File: src/rtl/soc_uart_pkg.sv
// soc_uart_pkg
//   Shared definitions for the UART receive path: default frame geometry and
//   the receiver FSM state encoding.
//   Optional feature macro: SOC_UART_RX_PARITY_EN (adds the PARITY state).
package soc_uart_pkg;

  localparam int DEFAULT_DATA_BITS  = 8;
  localparam int DEFAULT_OVERSAMPLE = 16;

  typedef enum logic [2:0] {
    ST_IDLE      = 3'd0,
    ST_START     = 3'd1,
    ST_DATA      = 3'd2,
`ifdef SOC_UART_RX_PARITY_EN
    ST_PARITY    = 3'd3,
`endif
    ST_STOP      = 3'd4,
    ST_WAIT_IDLE = 3'd5
  } rx_state_t;

endpackage

File: src/rtl/soc_sync_2ff.sv
// soc_sync_2ff
//   Two-flop synchronizer for a single asynchronous level.
//   Ports:
//     clk  - destination clock
//     rst  - synchronous active-high reset, loads RST_VAL into both flops
//     d    - asynchronous input
//     q    - synchronized output (two clk cycles of latency)
module soc_sync_2ff #(
  parameter logic RST_VAL = 1'b1
) (
  input  logic clk,
  input  logic rst,
  input  logic d,
  output logic q
);

  logic meta;

  always_ff @(posedge clk) begin
    if (rst) begin
      meta <= RST_VAL;
      q    <= RST_VAL;
    end else begin
      meta <= d;
      q    <= meta;
    end
  end

endmodule

File: src/rtl/soc_uart_rx.sv
// soc_uart_rx
//   Oversampling UART receiver with a one-entry holding register.
//   Optional feature macro: SOC_UART_RX_PARITY_EN (even parity bit after data).
//   Ports:
//     uart_clk    - OVERSAMPLE x baud clock, sole clock
//     rst         - synchronous active-high reset
//     rx          - asynchronous serial line, idle high
//     rx_data     - received word, stable while rx_valid
//     rx_valid    - rx_data holds an unconsumed word
//     rx_ready    - consumer takes rx_data in a cycle with rx_valid
//     frame_err   - one-cycle pulse, stop bit sampled low
//     overrun_err - one-cycle pulse, completed word dropped (holding reg full)
//     parity_err  - one-cycle pulse, parity mismatch (0 without parity)
//
//   state      | meaning
//   -----------+-------------------------------------------------------
//   IDLE       | line idle, waiting for rx_s low
//   START      | wait half a bit, re-check start bit (glitch reject)
//   DATA       | sample one data bit every OVERSAMPLE cycles, LSB first
//   PARITY     | sample parity bit and record mismatch (macro only)
//   STOP       | sample stop bit, deliver word or flag framing error
//   WAIT_IDLE  | after a framing error, wait for line to return high
module soc_uart_rx
  import soc_uart_pkg::*;
#(
  parameter int DATA_BITS  = DEFAULT_DATA_BITS,
  parameter int OVERSAMPLE = DEFAULT_OVERSAMPLE
) (
  input  logic                 uart_clk,
  input  logic                 rst,
  input  logic                 rx,
  output logic [DATA_BITS-1:0] rx_data,
  output logic                 rx_valid,
  input  logic                 rx_ready,
  output logic                 frame_err,
  output logic                 overrun_err,
  output logic                 parity_err
);

  localparam int CW = $clog2(OVERSAMPLE);
  localparam int BW = $clog2(DATA_BITS + 1);
  localparam logic [CW-1:0] CYC_HALF = CW'(OVERSAMPLE / 2 - 1);
  localparam logic [CW-1:0] CYC_LAST = CW'(OVERSAMPLE - 1);
  localparam logic [BW-1:0] BIT_LAST = BW'(DATA_BITS - 1);

  rx_state_t            state;
  rx_state_t            state_nxt;
  logic                 rx_s;
  logic [CW-1:0]        cyc_cnt;
  logic [BW-1:0]        bit_cnt;
  logic [DATA_BITS-1:0] shift_q;

  logic cyc_half;
  logic cyc_last;
  logic bit_last;

  logic cnt_clr;
  logic bit_clr;
  logic shift_en;
  logic stop_ok;
  logic stop_bad;
  logic frame_good;
`ifdef SOC_UART_RX_PARITY_EN
  logic par_cap;
  logic par_bad;
`endif

  soc_sync_2ff #(
    .RST_VAL (1'b1)
  ) u_sync (
    .clk (uart_clk),
    .rst (rst),
    .d   (rx),
    .q   (rx_s)
  );

  assign cyc_half = (cyc_cnt == CYC_HALF);
  assign cyc_last = (cyc_cnt == CYC_LAST);
  assign bit_last = (bit_cnt == BIT_LAST);

  always_ff @(posedge uart_clk) begin
    if (rst) begin
      state <= ST_IDLE;
    end else begin
      state <= state_nxt;
    end
  end

  always_comb begin
    state_nxt = state;
    case (state)
      ST_IDLE: begin
        if (!rx_s) state_nxt = ST_START;
      end
      ST_START: begin
        if (cyc_half) state_nxt = rx_s ? ST_IDLE : ST_DATA;
      end
      ST_DATA: begin
        if (cyc_last && bit_last) begin
`ifdef SOC_UART_RX_PARITY_EN
          state_nxt = ST_PARITY;
`else
          state_nxt = ST_STOP;
`endif
        end
      end
`ifdef SOC_UART_RX_PARITY_EN
      ST_PARITY: begin
        if (cyc_last) state_nxt = ST_STOP;
      end
`endif
      ST_STOP: begin
        if (cyc_last) state_nxt = rx_s ? ST_IDLE : ST_WAIT_IDLE;
      end
      ST_WAIT_IDLE: begin
        if (rx_s) state_nxt = ST_IDLE;
      end
      default: state_nxt = ST_IDLE;
    endcase
  end

  // Counter and sampling strobes. The cycle counter free-runs inside a bit
  // period and is cleared at each sample point, so OVERSAMPLE need not be a
  // power of two.
  always_comb begin
    cnt_clr  = 1'b0;
    bit_clr  = 1'b0;
    shift_en = 1'b0;
    stop_ok  = 1'b0;
    stop_bad = 1'b0;
`ifdef SOC_UART_RX_PARITY_EN
    par_cap  = 1'b0;
`endif
    case (state)
      ST_IDLE: begin
        cnt_clr = 1'b1;
        bit_clr = 1'b1;
      end
      ST_START: begin
        if (cyc_half) begin
          cnt_clr = 1'b1;
          bit_clr = 1'b1;
        end
      end
      ST_DATA: begin
        if (cyc_last) begin
          cnt_clr  = 1'b1;
          shift_en = 1'b1;
        end
      end
`ifdef SOC_UART_RX_PARITY_EN
      ST_PARITY: begin
        if (cyc_last) begin
          cnt_clr = 1'b1;
          par_cap = 1'b1;
        end
      end
`endif
      ST_STOP: begin
        if (cyc_last) begin
          cnt_clr  = 1'b1;
          stop_ok  = rx_s;
          stop_bad = ~rx_s;
        end
      end
      default: begin
        cnt_clr = 1'b1;
      end
    endcase
  end

  always_ff @(posedge uart_clk) begin
    if (rst) begin
      cyc_cnt <= '0;
      bit_cnt <= '0;
      shift_q <= '0;
    end else begin
      if (cnt_clr) begin
        cyc_cnt <= '0;
      end else begin
        cyc_cnt <= cyc_cnt + 1'b1;
      end
      if (bit_clr) begin
        bit_cnt <= '0;
      end else if (shift_en) begin
        bit_cnt <= bit_cnt + 1'b1;
      end
      if (shift_en) begin
        shift_q <= {rx_s, shift_q[DATA_BITS-1:1]};
      end
    end
  end

`ifdef SOC_UART_RX_PARITY_EN
  // Mismatch is held until the stop bit so that a framing error can take
  // precedence and only one error pulse is produced per frame.
  always_ff @(posedge uart_clk) begin
    if (rst) begin
      par_bad    <= 1'b0;
      parity_err <= 1'b0;
    end else begin
      if (bit_clr) begin
        par_bad <= 1'b0;
      end else if (par_cap) begin
        par_bad <= rx_s ^ (^shift_q);
      end
      parity_err <= stop_ok & par_bad;
    end
  end

  assign frame_good = stop_ok & ~par_bad;
`else
  assign parity_err = 1'b0;
  assign frame_good = stop_ok;
`endif

  // A consume in the completion cycle frees the holding register, so the new
  // word is loaded instead of being counted as an overrun.
  always_ff @(posedge uart_clk) begin
    if (rst) begin
      rx_data     <= '0;
      rx_valid    <= 1'b0;
      frame_err   <= 1'b0;
      overrun_err <= 1'b0;
    end else begin
      frame_err   <= stop_bad;
      overrun_err <= frame_good & rx_valid & ~rx_ready;
      if (frame_good && (!rx_valid || rx_ready)) begin
        rx_data  <= shift_q;
        rx_valid <= 1'b1;
      end else if (rx_valid && rx_ready) begin
        rx_valid <= 1'b0;
      end
    end
  end

endmodule

File: config.mk
export PLATFORM = sky130hd
export DESIGN_NAME = soc_uart_rx
export DESIGN_NICKNAME = d
export VERILOG_FILES = /design/src/rtl/soc_uart_pkg.sv /design/src/rtl/soc_sync_2ff.sv /design/src/rtl/soc_uart_rx.sv
export SDC_FILE = /design/constraint.sdc
export NUM_CORES = 1
export LEC_CHECK = 0
export CORE_MARGIN = 2
export CORE_UTILIZATION = 40
export CTS_CLUSTER_DIAMETER = 50
export DETAILED_ROUTE_END_ITERATION = 8
export PLACE_DENSITY = 0.64
export SLEW_MARGIN = 40
export SYNTH_ARGS = -nofsm -noshare
export SYNTH_HDL_FRONTEND = slang
export SYNTH_HIERARCHICAL = 1
export SYNTH_SLANG_ARGS = --single-unit
File: constraint.sdc
create_clock -name uart_clk -period 1.95 [get_ports uart_clk]
set_input_delay 0.39 -clock uart_clk [delete_from_list [all_inputs] [get_ports uart_clk]]
set_output_delay 0.39 -clock uart_clk [all_outputs]
set_load 0.01 [all_outputs]
# --- Yosys cells after proc, flatten, opt, wreduce, memory -nomap -nowiden ---
# Index checks and enable logic that the tools add are counted.
word_totals:
  word_cells: 59
  out_inout_bits: 12
  ff_bits: 32
  inputBits: 4
classes:
  n_reduce_logical: 12
  eq_ne: 12
  bitwise_logic: 6
  n_mux: 17
  addsub: 2
ops:
  columns: ["op", "n"]
  rows:
  - ["3-bit 2-to-1 mux", 6]
  - ["3-bit case mux with 5 select lines", 1]
  - ["4-bit by 1-bit adder with 4-bit output (second input constant)", 2]
  - ["4-bit by 3-bit == test with 1-bit output (second input constant)", 2]
  - ["2-bit inequality test (second input constant)", 4]
  - ["1-bit 2-to-1 mux", 7]
  - ["3-bit == test (second input constant)", 2]
  - ["2-bit OR reduction", 3]
  - ["5-bit AND reduction", 1]
  - ["4-bit == test (second input constant)", 1]
  - ["1-bit NOT", 4]
  - ["1-bit case mux with 2 select lines", 2]
  - ["3-bit by 1-bit == test with 1-bit output (second input constant)", 1]
  - ["3-bit by 2-bit == test with 1-bit output (second input constant)", 1]
  - ["1-bit logical AND", 3]
  - ["3-bit zero test", 1]
  - ["3-bit OR reduction", 1]
  - ["1-bit bitwise AND", 2]
  - ["2-bit 2-to-1 mux", 1]
  - ["2-bit by 1-bit inequality test with 1-bit output (second input constant)", 1]
  - ["2-bit nonzero test", 1]
  - ["1-bit zero test", 1]
  - ["1-bit logical OR", 1]

# --- Logic depth before layout (Yosys ltp) ---
# Gate-level depths: netlist of run 1.
depth:
  ltp_word: 5
  mapped_depth: 6
  mapped_depth_nobuf: 4

# --- Cells and area by module ---
# Netlist of run 1, hierarchy kept.
by_module_without_submodules:
  columns: ["mod", "cells_per_inst", "area_each_um2", "seq_area_each_um2", "instances"]
  rows:
  - ["soc_uart_rx", 148, 1313.8, 600.6, 1]
  - ["soc_sync_2ff", 4, 52.6, 40.0, 1]

# --- Least setup slack after synthesis of run 1 ---
# No wires, ideal clock.
synth_path:
  path_kind: "reg2reg"
  from: "register state[2]"
  to: "register bit_cnt[3]"
  path_buffers: 2
  setup_time_ps: 86
  path_stages_with_launch: 6
  slack_ps: 301
  t_required_ps: 1864
  t_arrival_ps: 1563
  synth_period_minus_slack_ps: 1649
  path_cell_list: "dfxtp_1 > buf_6 > or3b_1 > clkbuf_2 > or4_1 > a211oi_1"
synth_via:
  elab_chain_len: 3
  word_cells_on_any_way: 6
  classes_between: "2 x eq/ne; 2 x mux; 2 x reduce/logical"
synth_lines:
  columns: ["element", "line", "text"]
  rows:
  - ["start, declared", "soc_uart_rx.sv:46", "rx_state_t state;"]
  - ["start signal, assigned", "soc_uart_rx.sv:85", "state <= state_nxt;"]
  - ["3-bit by 1-bit == test with 1-bit output or 3-bit zero test (tied branches)", "soc_uart_rx.sv:134", "case (state)"]
  - ["1-bit case mux with 2 select lines", "soc_uart_rx.sv:134", null]
  - ["2-bit OR reduction (no line)", null, null]
  - ["end signal, assigned", "soc_uart_rx.sv:186", "bit_cnt <= bit_cnt + 1'b1;"]
  - ["end, declared", "soc_uart_rx.sv:50", "logic [BW-1:0] bit_cnt;"]
# Parallel ways exist; a longest one is shown, timed or not.
# A chain may end at the register's enable or synchronous reset.

# --- Worst setup path after layout of run 1 ---
layout_path:
  from: "register cyc_cnt[0]"
  to: "register bit_cnt[3]"
layout_via:
  elab_chain_len: 4
  word_cells_on_any_way: 7
  classes_between: "2 x eq/ne; 4 x mux; 1 x reduce/logical"
layout_lines:
  columns: ["element", "line", "text"]
  rows:
  - ["start, declared", "soc_uart_rx.sv:49", "logic [CW-1:0] cyc_cnt;"]
  - ["start signal, assigned", "soc_uart_rx.sv:181", "cyc_cnt <= cyc_cnt + 1'b1;"]
  - ["4-bit by 3-bit == test with 1-bit output", "soc_uart_rx.sv:77", "assign cyc_half = (cyc_cnt == CYC_HALF);"]
  - ["1-bit 2-to-1 mux", "soc_uart_rx.sv:140", "if (cyc_half) begin"]
  - ["1-bit case mux with 2 select lines", "soc_uart_rx.sv:134", null]
  - ["2-bit OR reduction (no line)", null, null]
# Parallel ways exist; a longest one is shown, timed or not.

==> run summary, run 1 <==
Final setup violating endpoints = 0
Critical path cell sequence = ha_1, nand3_1, or4_1, a211oi_1
Setup_tns = 0 ns
Placed Cells = 208
Clock buffer count from CTS = 5
Crit Path Max Fanout = 10
CTS Root Cell = clkbuf_4
Drt via density = 5.38
Leak = 0.000539 uW
Full die area = 3900 sq um
Tcrit/Tclk final = 91.8%
Post-synth cell types = 39
Clock transition at path regs = 0.10 ns
R2R Setup Slk = 0.16 ns
RSZ-0062 raised after global routing = no
DP Area = 1560 sq um
Chip height = 62.4 microns
Post-CTS Resized = 0
Commonest register cell after synthesis = dfxtp_1
Maximum number of pins on one net before global-route repair = 18
Clock Latency Late Sink = 0.33 ns
Warnings, synthesis = 6
Final #Nets = 175
Max-cap viol count = 0
Area of the multi-input gates = 652 sq um
Max VDD drop = 0.426 mV
HP Start = u_sync/meta$_SDFF_PP1_
Post-synth EDFFs = 0
Hold Path Class = reg2reg
Number of I/O port buffers = 14
Grt ovf = 0
Iteration-0 DRC Markers = 68
Worst Slack Setup Final = 0.160 ns
Antenna violations before repair = 0
Buf+Inv Stages, Crit Path = 0
First-pass iteration count of the detailed router = 4
Routed WL = 2810 microns
Non-filler cells, final = 216
FF-to-FF End = bit_cnt[3]$_SDFFE_PP0P_
Status = finished, final reports clean
Sequential fraction of the synthesis area = 46.9%
Syn nets = 158
HPWL after DPL = 1970 microns
Area delta synth->final = 18.6%
Final Critical Period = 1.79 ns
Max Slew Vio Count = 0
CTS Buffer Depth = 2
Cells on Worst Hold Path = 1
Total power = 1090 uW
GP Congestion = 0.814
H-tree level count = 2
N_diodes = 0
CP endpoint kind = flip-flop
Final Instance Area = 1620 sq um
Power per cell area = 671 nW/um^2
R2R cell count = 4
Slowest stage cell on the critical path = or4_1
Initial Util = 41.3%
Clk_skew = 0.00516 ns
Synth Register Bits = 32
CP startpoint kind = flip-flop
Core ar. = 3310 sq um
Dpl ws = 0.175 ns
CTS Sinks = 32
FF-to-FF Start = cyc_cnt[0]$_SDFF_PP0_
Worst min-delay path endpoint = u_sync/q$_SDFF_PP1_
Die Span X = 62.4 microns
GRT Overall Usage = 15.8%
First-pass GRT wire length = 4860 microns
Max incr delay on CP = 0.59 ns
CTS tree = built
DRC Markers = 0
Synthesized cell area = 1370 sq um
Postcts setup bufs = 0
Worst slew margin = 66.7%
Share of cells above drive strength 1 = 12.4%
Ports = 16
CP top delay family = simple AND/OR/NAND/NOR gates
Filler cells = 339
Vias in the first global route = 1093
Setup CP Type = reg2reg
Post-route antenna net violation count = 0
Fmax = 559 MHz
Req. time, crit path = 2.20 ns
Register area = 641 sq um
CTS Hold Bufs = 0
Arrival @ worst endpoint = 2.04 ns
Async SR Flop Fraction = 0%
Slew @ Worst Pin = 0.496 ns
Final Hold Viols = 0
Mean post-synth cell area = 8.99 sq um
Row count = 21
DR WL/cell = 13.0 microns
DR vias = 1161
Mapped Cells = 152
[sequential cells by signal, summed over array words and instances (netlist names)]
| register | flops |
|---|---|
| frame_err | 1 |
| state | 3 |
| u_sync/q | 1 |
| rx_valid | 1 |
| u_sync/meta | 1 |
| shift_q | 8 |
| rx_data | 8 |
| overrun_err | 1 |
| cyc_cnt | 4 |
| bit_cnt | 4 |
[cells in the mapped netlist, types with 2 or more instances]
| cell | n | share of area [%] |
|---|---|---|
| dfxtp_1 | 32 | 47 |
| nand2_1 | 16 | 4.4 |
| nand3_1 | 15 | 5.5 |
| a21oi_1 | 12 | 4.4 |
| o21ai_0 | 12 | 4.4 |
| mux2i_1 | 8 | 5.9 |
| clkbuf_1 | 7 | 1.9 |
| a211oi_1 | 4 | 2.2 |
| nor2_1 | 4 | 1.1 |
| nor3_1 | 3 | 1.1 |
| a21boi_0 | 2 | 1.1 |
| and3_1 | 2 | 0.92 |
| buf_4 | 2 | 1.1 |
| ha_1 | 2 | 1.8 |
| inv_1 | 2 | 0.55 |
| nand3b_1 | 2 | 1.1 |
| o31ai_1 | 2 | 1.1 |
| or2_1 | 2 | 0.92 |
| or4_1 | 2 | 1.1 |
| xor2_1 | 2 | 1.3 |
[cells by family after synthesis]
family                     synth area share, %
AOI/OAI and AO/OA                         16.0
xor gates and xnor gates                  1.92
buffers and inverters                     5.40
muxes                                     5.86
DFF                                       46.9
other                                    0.274
adders and majority gates                 1.83
and+or+nand+nor                           21.8
[metal layers]
layer | up-vias | share of wire, % | global-route usage, %
li1 | 576 | - | -
met1 | 551 | 46 | 17.7
met2 | 27 | 47 | 26.1
met3 | 7 | 5.1 | 7.21
met4 | 0 | 1.8 | 6.39
met5 | - | 0 | 0
[layout make-up]
cell class | count | area share [%]
repair buffers | 22 | 12.4
inverters | 3 | 0.695
well taps | 46 | 3.55
multi-input cells | 105 | 40.2
clock buffers | 8 | 3.63
flip-flops and latches | 32 | 39.5
[layout by cell type (no fill, tap or decap), types with 2 or more instances in the layout]
| cell | count |
|---|---|
| a21boi_0 | 2 |
| buf_4 | 8 |
| clkbuf_1 | 2 |
| nand3_1 | 15 |
| inv_1 | 2 |
| dfxtp_1 | 32 |
| nor2_1 | 4 |
| and3_1 | 2 |
| clkdlybuf4s50_1 | 14 |
| nand3b_1 | 2 |
| nand2_1 | 16 |
| xor2_1 | 2 |
| o21ai_0 | 12 |
| nor3_1 | 3 |
| a211oi_1 | 4 |
| clkbuf_4 | 5 |
| or4_1 | 2 |
| a21oi_1 | 12 |
| ha_1 | 2 |
| mux2i_1 | 8 |
| o31ai_1 | 2 |
| or2_1 | 2 |
[metrics by stage]
stage                     util, %  hold slack, ns
after floorplan                 -           0.385
after global placement       47.2           0.392
after detailed placement     47.2           0.394
after CTS                    48.9           0.417
after global routing         48.9           0.429
final                        48.9           0.415
[worst register-to-register path, delay by kind of cell, from the launching register on]
family	cells	cell delay, ns
simple gates	2	0.88
flops	1	0.37
fa+ha+maj	1	0.24
compound gates	1	0.23
[worst max path at each step]
stage	end	from	slack, ns	cells past startpoint
finish	bit_cnt[3]$_SDFFE_PP0P_	cyc_cnt[0]$_SDFF_PP0_	0.16	4
global route	bit_cnt[3]$_SDFFE_PP0P_	cyc_cnt[0]$_SDFF_PP0_	0.03	4
CTS	bit_cnt[3]$_SDFFE_PP0P_	cyc_cnt[0]$_SDFF_PP0_	0.13	4
detailed placement	bit_cnt[3]$_SDFFE_PP0P_	cyc_cnt[0]$_SDFF_PP0_	0.18	4
global placement	state[2]$_SDFFE_PP0P_	rst	0.22	4
floorplan	bit_cnt[3]$_SDFFE_PP0P_	state[2]$_SDFFE_PP0P_	0.30	5
[report_power, final]
part | total, uW | internal (uW) | switching (uW)
Combinational | 31.2 | 12.1 | 19.1
Clock | 395 | 178 | 217
Sequential | 661 | 657 | 4.56
Power figures use the tool's default switching activity.
==> inputs of run 2 (changes only) <==
- CORE_ASPECT_RATIO: default -> 1.25
- CORE_UTILIZATION: 40 -> 54
- PLACE_DENSITY: 0.64 -> 0.81
- SLEW_MARGIN: 40 -> default
==> run summary, run 2 (synthesis results as in run 1) <==
Max VDD drop = 0.557 mV
Full die area = 2950 sq um
First-pass iteration count of the detailed router = 4
Initial Util = 56.3%
Met3 Wirelength = 101 microns
Power per cell area = 666 nW/um^2
Worst slew margin = 65.9%
Area delta synth->final = 19.0%
CTS Sinks = 32
M1 wire length = 1140 microns
CTS Hold Bufs = 0
Max-cap viol count = 0
Final #Nets = 178
Routed WL = 2680 microns
Arrival @ worst endpoint = 1.96 ns
Iteration-0 DRC Markers = 26
Hold slack = 0.415 ns
Dpl ws = 0.226 ns
Sequential share of power = 60.9%
Crit Path Max Fanout = 13
Vias in the first global route = 1067
Largest regs = rx_data: 8 flops, shift_q: 8 flops
Leak = 0.000555 uW
Slew @ Worst Pin = 0.507 ns
CP endpoint kind = flip-flop
Status = finished, final reports clean
Clock Latency Late Sink = 0.33 ns
Postcts setup bufs = 0
First-pass GRT wire length = 4570 microns
Sw Pwr = 234 uW
Setup_tns = 0 ns
Clk network pwr share = 35.8%
Final Hold Viols = 0
CTS Root Cell = clkbuf_4
Req. time, crit path = 2.23 ns
GP Congestion = 0.849
Row count = 20
Fmax = 596 MHz
Antenna violations before repair = 0
H-tree level count = 2
Internal = 849 uW
Clk_skew = 0.00397 ns
Max Slew Vio Count = 0
Die Span X = 49.0 microns
Commonest non-fill, non-tap cell in the layout = dfxtp_1
DR WL met2 = 1400 microns
CTS tree = built
Net Sw Frac = 21.6%
Core ar. = 2430 sq um
Worst Slack Setup Final = 0.271 ns
Maximum number of pins on one net before global-route repair = 17
Clock transition at path regs = 0.09 ns
Tcrit/Tclk final = 86.1%
Post-route antenna net violation count = 0
Number of I/O port buffers = 14
Hold Path Class = reg2reg
Final setup violating endpoints = 0
Setup CP Type = reg2reg
Post-CTS Resized = 0
Chip height = 60.2 microns
DR top layer = met4
Final Critical Period = 1.68 ns
Share of cells above drive strength 1 = 13.9%
Grt ovf = 0
Filler cells = 216
DR vias = 1148
CP startpoint kind = flip-flop
DR WL/cell = 13.0 microns
Clock buffer count from CTS = 5
GRT Overall Usage = 21.3%
CTS Buffer Depth = 2
N_diodes = 0
HPWL after DPL = 1940 microns
Ports = 16
RSZ-0062 raised after global routing = no
Most frequent cells in the layout = 32 x dfxtp_1, 16 x nand2_1, 15 x nand3_1
DRC Markers = 0
Drt via density = 5.57
Logic pwr share = 3.3%
-- run 2: cell types whose count changed in the layout (fill, tap and decap cells not counted), sizes merged --
cell	before	now
buf	8	11
-- run 2: final timing paths --
check / from / to / slack (ns) / cells after the start
setup / recovery: cyc_cnt[0]$_SDFF_PP0_ / state[2]$_SDFFE_PP0P_ / 0.27 / 5
hold / removal: u_sync/meta$_SDFF_PP1_ / u_sync/q$_SDFF_PP1_ / 0.42 / 1
setup reg to reg: cyc_cnt[0]$_SDFF_PP0_ / state[2]$_SDFFE_PP0P_ / 0.27 / 5
hold reg to reg: u_sync/meta$_SDFF_PP1_ / u_sync/q$_SDFF_PP1_ / 0.42 / 1
-- run 2: power by group through the flow --
| stage | combinational [uW] | clock (uW) | sequential [uW] |
|---|---|---|---|
| global placement | 34.5 | 0 | 674 |
| floorplan | 22.0 | 0 | 674 |
| CTS | 35.7 | 399 | 659 |
| global route | 39.4 | 431 | 660 |
| finish | 35.7 | 388 | 659 |
| detailed placement | 35.5 | 0 | 674 |
-- run 2: critical path, cell delays in order, from the launching register on --
cell and delay, ns:
dfxtp_1 0.36, ha_1 0.23, nand3_1 0.21, buf_4 0.25, a2111oi_0 0.42, a211o_2 0.16
-- run 2: per-layer routing --
metal / GRT usage (%) / vias to the layer above
met3: 7.50 / 4
met1: 22.0 / 534
li1: - / 580
met5: 0 / -
met2: 37.4 / 30
met4: 13.1 / 0
-- run 2: through the flow --
step	utilization, %	cells	cell area [sq um]	power (uW)
3_3_place_gp	64.6	198	1570	709
2_1_floorplan	-	152	1370	696
6_report	67.0	206	1630	1080
3_5_place_dp	64.6	198	1570	710
5_1_grt	67.0	206	1630	1130
4_1_cts	67.0	206	1630	1090
-- run 2: final cells by class --
cell class              count  area [sq um]  area share, %
multi-input cells         105           652           40.1
flip-flops and latches     32           641           39.4
repair buffers             25           223           13.7
clock buffers               8          58.8           3.62
well taps                  33          41.3           2.54
inverters                   3          11.3          0.692
==> inputs of run 3 (changes only) <==
- CORE_ASPECT_RATIO: 1.25 -> 1.4
- REMOVE_ABC_BUFFERS: default -> 1
==> run summary, run 3 (synthesis results as in run 1) <==
Filler cells = 197
Row count = 21
Max VDD drop = 0.500 mV
Max Slew Vio Count = 0
N_diodes = 0
Final Critical Period = 1.78 ns
Setup CP Type = reg2reg
Largest regs = rx_data: 8 flops, shift_q: 8 flops
DR vias = 1172
Postcts setup bufs = 0
Antenna violations before repair = 0
Req. time, crit path = 2.23 ns
R2R Setup Slk = 0.17 ns
Vias in the first global route = 1076
Full die area = 2950 sq um
FF-to-FF End = state[2]$_SDFFE_PP0P_
Most frequent cells in the layout = 32 x dfxtp_1, 16 x nand2_1, 15 x nand3_1
Status = finished, final reports clean
CTS Hold Bufs = 0
Hold Path Class = reg2reg
Max-cap viol count = 0
Post-CTS Resized = 0
Worst min-delay path endpoint = u_sync/q$_SDFF_PP1_
RSZ-0062 raised after global routing = no
Fmax = 563 MHz
Clk_skew = 0.00352 ns
Ports = 16
FF-to-FF Start = cyc_cnt[0]$_SDFF_PP0_
Final Instance Area = 1630 sq um
CTS Root Cell = clkbuf_4
Leak = 0.000558 uW
First-pass iteration count of the detailed router = 4
R2R cell count = 5
Tcrit/Tclk final = 91.1%
Area delta synth->final = 19.6%
CTS tree = built
GP Congestion = 0.947
Area of the multi-input gates = 652 sq um
GRT Overall Usage = 22.1%
Cells on Worst Hold Path = 1
Crit Path Max Fanout = 9
Core ar. = 2390 sq um
Clock buffer count from CTS = 5
Post-route antenna net violation count = 0
CTS Buffer Depth = 2
Arrival @ worst endpoint = 2.06 ns
Number of I/O port buffers = 14
Setup_tns = 0 ns
Final #Nets = 178
Commonest non-fill, non-tap cell in the layout = dfxtp_1
DR WL/cell = 13.3 microns
Worst slew margin = 64.0%
CP startpoint kind = flip-flop
Clock Latency Late Sink = 0.33 ns
Grt ovf = 0
CTS Sinks = 32
DP Area = 1570 sq um
Power per cell area = 679 nW/um^2
First-pass GRT wire length = 4720 microns
Share of cells above drive strength 1 = 14.5%
Die Span X = 46.5 microns
Drt via density = 5.69
H-tree level count = 2
CP endpoint kind = flip-flop
Register area = 641 sq um
DRC Markers = 0
Final setup violating endpoints = 0
Chip height = 63.5 microns
Clock transition at path regs = 0.09 ns
HPWL after DPL = 2010 microns
Initial Util = 57.1%
Routed WL = 2750 microns
Slew @ Worst Pin = 0.527 ns
Iteration-0 DRC Markers = 39
HP Start = u_sync/meta$_SDFF_PP1_
Maximum number of pins on one net before global-route repair = 17
Final Hold Viols = 0
==> run 3: cell types whose count changed in the layout (fill, tap and decap cells not counted) <==
cell and change:
clkbuf_8 +1, clkbuf_1 -2
==> run 3: routing by layer <==
layer  wire, microns  share of wire, %  vias up  global-route usage, %
li1                -                 -      579                      -
met1            1120                41      556                   24.5
met2            1440                52       30                   35.9
met3             111               4.0        7                   6.02
met4              80               2.9        0                   12.5
met5               0                 0        -                      0
==> run 3: metrics by stage <==
step | utilization [%] | power, uW | setup WS, ns | hold slack (ns) | instances
2_1_floorplan | - | 688 | 0.246 | 0.385 | 140
3_3_place_gp | 65.6 | 709 | 0.268 | 0.389 | 199
3_5_place_dp | 65.6 | 711 | 0.215 | 0.399 | 199
4_1_cts | 68.3 | 1120 | 0.203 | 0.420 | 206
5_1_grt | 68.3 | 1160 | 0.0257 | 0.428 | 206
6_report | 68.3 | 1110 | 0.173 | 0.415 | 206
==> run 3: power by group <==
part	internal, uW	leakage (uW)	switching (uW)
logic	14.9	0.000262	22.2
registers	657	0.000258	2.37
clock network	204	0.0000374	209
==> run 3: layout make-up <==
| class | instances | area share (%) |
|---|---|---|
| clock buffer | 7 | 3.98 |
| tap | 34 | 2.60 |
| timing repair buffer | 25 | 13.6 |
| sequential | 32 | 39.2 |
| multi-input combinational | 105 | 39.9 |
| inverter | 3 | 0.689 |
==> run 3: how the worst max path moves through the flow <==
| stage | start | endpoint | slack (ns) | cells past startpoint |
|---|---|---|---|---|
| 3_3_place_gp | state[2]$_SDFFE_PP0P_ | bit_cnt[3]$_SDFFE_PP0P_ | 0.27 | 3 |
| 2_1_floorplan | cyc_cnt[0]$_SDFF_PP0_ | bit_cnt[3]$_SDFFE_PP0P_ | 0.25 | 4 |
| 5_1_grt | cyc_cnt[0]$_SDFF_PP0_ | state[2]$_SDFFE_PP0P_ | 0.03 | 5 |
| 4_1_cts | cyc_cnt[0]$_SDFF_PP0_ | state[2]$_SDFFE_PP0P_ | 0.20 | 5 |
| 6_report | cyc_cnt[0]$_SDFF_PP0_ | state[2]$_SDFFE_PP0P_ | 0.17 | 5 |
| 3_5_place_dp | state[2]$_SDFFE_PP0P_ | bit_cnt[3]$_SDFFE_PP0P_ | 0.22 | 3 |
==> run 3: critical path, stage by stage (launching register included) <==
cell and delay (ns):
dfxtp_1 0.37, ha_1 0.24, nand3_1 0.21, buf_4 0.23, a2111oi_0 0.50, a211o_2 0.18
